<file path="config.mk">
export PLATFORM = sky130hd
export DESIGN_NAME = sorted_digit_divider
export DESIGN_NICKNAME = d
export VERILOG_FILES = /design/src/rtl/sorted_digit_divider.sv
export SDC_FILE = /design/constraint.sdc
export NUM_CORES = 1
export LEC_CHECK = 0
export ABC_AREA = 1
export CAP_MARGIN = 15
export CORE_AREA = 2 2 102 104
export DETAILED_ROUTE_END_ITERATION = 6
export DIE_AREA = 0 0 104 106
export GPL_ROUTABILITY_DRIVEN = 0
export GPL_TIMING_DRIVEN = 0
export PLACE_DENSITY = 0.69
export SLEW_MARGIN = 25
export SYNTH_ARGS = -nofsm -noshare
export SYNTH_HDL_FRONTEND = slang
export SYNTH_SLANG_ARGS = --single-unit
</file>
<file path="constraint.sdc">
create_clock -name clk -period 3.01 [get_ports clk]
set_input_delay 0.602 -clock clk [delete_from_list [all_inputs] [get_ports clk]]
set_output_delay 0.602 -clock clk [all_outputs]
set_load 0.02 [all_outputs]
</file>
<file path="src/rtl/sorted_digit_divider.sv">
// Purpose: sorts NUM_DIGITS excess-3 digits, divides the remaining digits (as a decimal number) by sorted[DIV_IDX], streams quotient MSB-first.
// Latency: last digit edge to first out_valid edge = NUM_DIGITS+Q_W+2 (NUM_DIGITS+2 on zero divisor or invalid digit).
// Backpressure: none; in_valid is ignored while busy outside INPUT. Optional macro REMAINDER_OUT_EN appends the 4-bit remainder.
module sorted_digit_divider #(
    parameter int NUM_DIGITS = 4,
    parameter int DIV_IDX    = 1,
    parameter int Q_W        = 10
) (
    input  logic       clk,
    input  logic       rst_n,
    input  logic       in_valid,
    input  logic [3:0] in_data,
    output logic       out_valid,
    output logic       out_data,
    output logic       busy,
    output logic       err
);

    function automatic longint pow10(input int e);
        longint r;
        r = 1;
        for (int i = 0; i < e; i++) r = r * 10;
        return r;
    endfunction

    localparam longint MAX_DVD = pow10(NUM_DIGITS - 1) - 1;

    if (NUM_DIGITS < 3 || NUM_DIGITS > 8) begin : g_bad_num_digits
        $error("NUM_DIGITS must be within 3..8");
    end
    if (DIV_IDX < 0 || DIV_IDX >= NUM_DIGITS) begin : g_bad_div_idx
        $error("DIV_IDX must be within 0..NUM_DIGITS-1");
    end
    if ((longint'(1) << Q_W) <= MAX_DVD) begin : g_bad_q_w
        $error("Q_W too narrow for the largest possible dividend");
    end

`ifdef REMAINDER_OUT_EN
    localparam int OUT_W = Q_W + 4;
`else
    localparam int OUT_W = Q_W;
`endif
    localparam int CW = $clog2(Q_W + NUM_DIGITS + 5);

    localparam logic [2:0] S_IDLE   = 3'd0;
    localparam logic [2:0] S_INPUT  = 3'd1;
    localparam logic [2:0] S_DECODE = 3'd2;
    localparam logic [2:0] S_SORT   = 3'd3;
    localparam logic [2:0] S_SETUP  = 3'd4;
    localparam logic [2:0] S_DIV    = 3'd5;
    localparam logic [2:0] S_OUTPUT = 3'd6;

    logic [2:0]       state;
    logic [3:0]       dig      [NUM_DIGITS];
    logic [3:0]       sorted_n [NUM_DIGITS];
    logic [CW-1:0]    cnt;
    logic             err_q;
    logic [3:0]       dvs;
    logic [3:0]       prem;
    logic [Q_W-1:0]   aq;
    logic [OUT_W-1:0] osr;

    logic             dec_bad;
    logic [Q_W-1:0]   dvd_c;
    logic [4:0]       trial;
    logic             ge;
    logic [3:0]       prem_n;
    logic [Q_W-1:0]   aq_n;
    logic [OUT_W-1:0] osr_ld;

    assign busy = (state != S_IDLE);
    assign err  = err_q;

    // Flag any raw code outside the excess-3 range 3..12.
    always_comb begin
        dec_bad = 1'b0;
        for (int i = 0; i < NUM_DIGITS; i++) begin
            if (dig[i] < 4'd3 || dig[i] > 4'd12) dec_bad = 1'b1;
        end
    end

    // One odd-even transposition step; larger value moves to the lower index, ties stay put.
    always_comb begin
        sorted_n = dig;
        for (int i = 0; i + 1 < NUM_DIGITS; i++) begin
            if (i[0] == cnt[0] && dig[i+1] > dig[i]) begin
                sorted_n[i]   = dig[i+1];
                sorted_n[i+1] = dig[i];
            end
        end
    end

    // Fold the non-divisor digits, most significant first, into a binary dividend.
    always_comb begin
        dvd_c = '0;
        for (int i = 0; i < NUM_DIGITS; i++) begin
            if (i != DIV_IDX) dvd_c = dvd_c * Q_W'(10) + Q_W'(dig[i]);
        end
    end

    // Restoring division step: dividend bits leave aq at the top, quotient bits enter at the bottom.
    always_comb begin
        trial  = {prem, aq[Q_W-1]};
        ge     = (trial >= {1'b0, dvs});
        prem_n = ge ? 4'(trial - {1'b0, dvs}) : trial[3:0];
        aq_n   = {aq[Q_W-2:0], ge};
`ifdef REMAINDER_OUT_EN
        osr_ld = {aq_n, prem_n};
`else
        osr_ld = aq_n;
`endif
    end

    // Job sequencer and datapath registers.
    always_ff @(posedge clk or negedge rst_n) begin
        if (!rst_n) begin
            state     <= S_IDLE;
            for (int i = 0; i < NUM_DIGITS; i++) dig[i] <= '0;
            cnt       <= '0;
            err_q     <= 1'b0;
            dvs       <= '0;
            prem      <= '0;
            aq        <= '0;
            osr       <= '0;
            out_valid <= 1'b0;
            out_data  <= 1'b0;
        end else begin
            case (state)
                S_IDLE: begin
                    err_q <= 1'b0;
                    if (in_valid) begin
                        dig[0] <= in_data;
                        cnt    <= CW'(1);
                        state  <= S_INPUT;
                    end
                end
                S_INPUT: begin
                    if (!in_valid) begin
                        // Short burst: abandon silently.
                        state <= S_IDLE;
                        cnt   <= '0;
                    end else begin
                        for (int i = 1; i < NUM_DIGITS; i++) begin
                            if (cnt == CW'(i)) dig[i] <= in_data;
                        end
                        if (cnt == CW'(NUM_DIGITS - 1)) begin
                            cnt   <= '0;
                            state <= S_DECODE;
                        end else begin
                            cnt <= cnt + CW'(1);
                        end
                    end
                end
                S_DECODE: begin
                    for (int i = 0; i < NUM_DIGITS; i++) dig[i] <= dig[i] - 4'd3;
                    err_q <= dec_bad;
                    cnt   <= '0;
                    state <= S_SORT;
                end
                S_SORT: begin
                    dig <= sorted_n;
                    if (cnt == CW'(NUM_DIGITS - 1)) begin
                        cnt   <= '0;
                        state <= S_SETUP;
                    end else begin
                        cnt <= cnt + CW'(1);
                    end
                end
                S_SETUP: begin
                    cnt <= '0;
                    if (dig[DIV_IDX] == 4'd0 || err_q) begin
                        // Unusable job: report all ones without dividing.
                        osr       <= '1;
                        out_valid <= 1'b1;
                        out_data  <= 1'b1;
                        state     <= S_OUTPUT;
                    end else begin
                        dvs   <= dig[DIV_IDX];
                        aq    <= dvd_c;
                        prem  <= '0;
                        state <= S_DIV;
                    end
                end
                S_DIV: begin
                    prem <= prem_n;
                    aq   <= aq_n;
                    if (cnt == CW'(Q_W - 1)) begin
                        cnt       <= '0;
                        osr       <= osr_ld;
                        out_valid <= 1'b1;
                        out_data  <= osr_ld[OUT_W-1];
                        state     <= S_OUTPUT;
                    end else begin
                        cnt <= cnt + CW'(1);
                    end
                end
                S_OUTPUT: begin
                    if (cnt == CW'(OUT_W - 1)) begin
                        cnt       <= '0;
                        out_valid <= 1'b0;
                        out_data  <= 1'b0;
                        err_q     <= 1'b0;
                        state     <= S_IDLE;
                    end else begin
                        cnt      <= cnt + CW'(1);
                        osr      <= osr << 1;
                        out_data <= osr[OUT_W-2];
                    end
                end
                default: state <= S_IDLE;
            endcase
        end
    end

endmodule

</file>
==> metrics.txt <==
status=finished, violations left; failing checks=setup timing; Final WS setup=-0.156 ns; post-route cell area=5140 um^2; clk_lat worst skew=0.31 ns; crit-path leading delay family=buffers and inverters; DPL Wire Length=8180 um; Vias per Instance=5.27; Yosys top cell area share=31.0%; layout cells sized above 1=15.3%; final hold vios=0; die height=106 um; Max Cap Viol=0; I/O pin total=11; total core area=10000 um^2; crit-path cells=ha_4, ha_4, fa_1, nand2_1, inv_2, nand3_2, nand2_2, buf_4, buf_4, buf_4, buf_4, buf_4, buf_4, buf_4, buf_4, buf_4, nand3_1, nand2_1, inv_1, nand3_1, nand3_1, nand2_1; Critical Path AT=3.38 ns; Synth Net Count=661; area grow syn2layout=17.7%; Routed Wire Length=10900 um; Buf/Inv on CP=11; Worst EP required=3.22 ns; H-tree levels=2; CTS tree=done; Initial Utilization=43.6%; HP Class=in2async; Filler Cells Inserted=996; number of global-route vias before repair=4055; gr ovfl total=0; final slew viol count=0; clock tree sinks=54; Yosys top cell by area=dfrtp_1; largest net degree at the start of global routing=42; Via Count=4097; FP Rows=37; DRC violations left=0; slowest CP cell=fa_1; post-DR wirelength/cell=14.0 um; Die ar.=11000 um^2; type of origin of the critical path=register; Worst Skew=0.00462 ns; fin crit period=3.17 ns; # setup viols final=2; Seq/Total Area, Yosys=31.0%; GRT Total Usage=20.4%; most frequent CP cell=buf_4; number of synthesized flops with an enable pin=0; Clk pin slew, worst setup/hold paths=0.10 ns; Peak Freq=316 MHz; Final ANT Viol Nets=0; IO buf count=10; cts hold-fix bufs=0; top cells by area, synth=dfrtp_1 (31%), ha_1 (14%), nand2_1 (14%); Final #Nets=701; CTS buffer count=5; Synth async-reset ratio=100%; Crit Path Class=reg2reg; 1st-pass router iterations=5; first-pass GRT wire length=18500 um; initial antenna violation count=0; worst relative slew slack=66.3%; Syn Inst Count=601; Least-Margin Pin Slew=0.500 ns; Syn. warnings=0; worst hold slack=0.133 ns; clk root buf=clkbuf_8; Netlist cell types=36; die width=104 um; Max clock buf depth=2; unrepaired setup endpoints after global routing=true; Setup crit end kind=register; commonest non-fill, non-tap cell in the layout=nand2_1; critical path fanouts, max=5; Ant. Diodes=0; post-layout util=51.4%; Netlist Area Pre-Place=4360 um^2; Yosys reg bits=54; final period utilization=105%; slowest stage delay, CP=0.45 ns; commonest register cell after synthesis=dfrtp_1; most frequent cells in the layout=nand2_1 (153), inv_1 (67), dfrtp_1 (49); Avg Cell Area, Syn=7.26 um^2; DRT iter0 DRCs=219; Post-DP Area=4780 um^2
[state kept, by name, indices dropped and copies added (netlist names)]
register	flops
err	1
cnt	5
out_valid	1
dig	16
prem	4
osr	9
state	3
out_data	1
dvs	4
aq	10
[cell families (layout without fill, tap and decap cells)]
| family | after synthesis | after routing | synth area share (%) |
|---|---|---|---|
| compound gates | 111 | 111 | 14.8 |
| flops | 54 | 54 | 31.0 |
| simple gates | 280 | 280 | 27.0 |
| fa+ha+maj | 53 | 53 | 16.1 |
| buf+inv | 86 | 127 | 7.74 |
| xor+xnor | 17 | 17 | 3.41 |
[layout make-up]
cell class | count | area [um^2] | area share, %
multi-input cells | 461 | 2880 | 56.0
clock inverters | 2 | 37.5 | 0.731
repair buffers | 33 | 283 | 5.51
well taps | 136 | 170 | 3.31
inverters | 75 | 282 | 5.48
clock buffers | 6 | 72.6 | 1.41
flip-flops and latches | 54 | 1360 | 26.4
plain buffers | 11 | 56.3 | 1.10
[metal layers]
metal,up-vias,GRT usage [%],wire [um]
li1,2060,-,-
met1,1926,26.0,4920
met2,89,35.2,5230
met3,22,2.82,434
met4,0,7.53,302
met5,-,0,0
[worst paths after layout]
kind / start / to / slack [ns] / cells past startpoint
max in group asynchronous: rst_n / cnt[4] / 2.39 / 2
hold reg to reg: prem[3] / prem[3] / 0.49 / 2
setup / recovery: dig[13] / aq[9] / -0.16 / 22
min in group clk: prem[3] / prem[3] / 0.49 / 2
hold / removal: rst_n / dig[15] / 0.13 / 1
setup reg to reg: dig[13] / aq[9] / -0.16 / 22
[repair_timing]
item                       CTS  global route
resized for setup           15             4
setup endpoints to repair    4             3
buffers inserted            21             1
pin swaps                   26             2
[stage by stage]
step	setup TNS (ns)	setup WS [ns]	std cells
6_report	-0.269	-0.156	778
5_1_grt	-0.763	-0.389	778
4_1_cts	-0.228	-0.156	777
3_5_place_dp	-0.819	-0.333	748
3_3_place_gp	-25.31	-0.652	747
2_1_floorplan	-0.0243	-0.0243	601
[Yosys cell counts (2+ instances only)]
cell type    n
fa_1         5
a21oi_2      4
o22ai_1      4
nor2_1      50
nand2_1    158
a21oi_1     40
buf_2        6
o211ai_1     6
inv_1       69
nor2_4       2
dfrtp_1     54
clkbuf_1     4
o21bai_1     2
xor2_1      11
xnor2_1      6
nand3_1     49
ha_1        48
inv_2        5
nand2_2      2
or2_2        3
a31oi_1     13
nor3_1       3
nand4_1      4
a21boi_1     2
o21ai_0     35
nor2_2       6
Power is not shown: default switching activity piles up to over one toggle a cycle in this logic, so the estimate is an artifact.
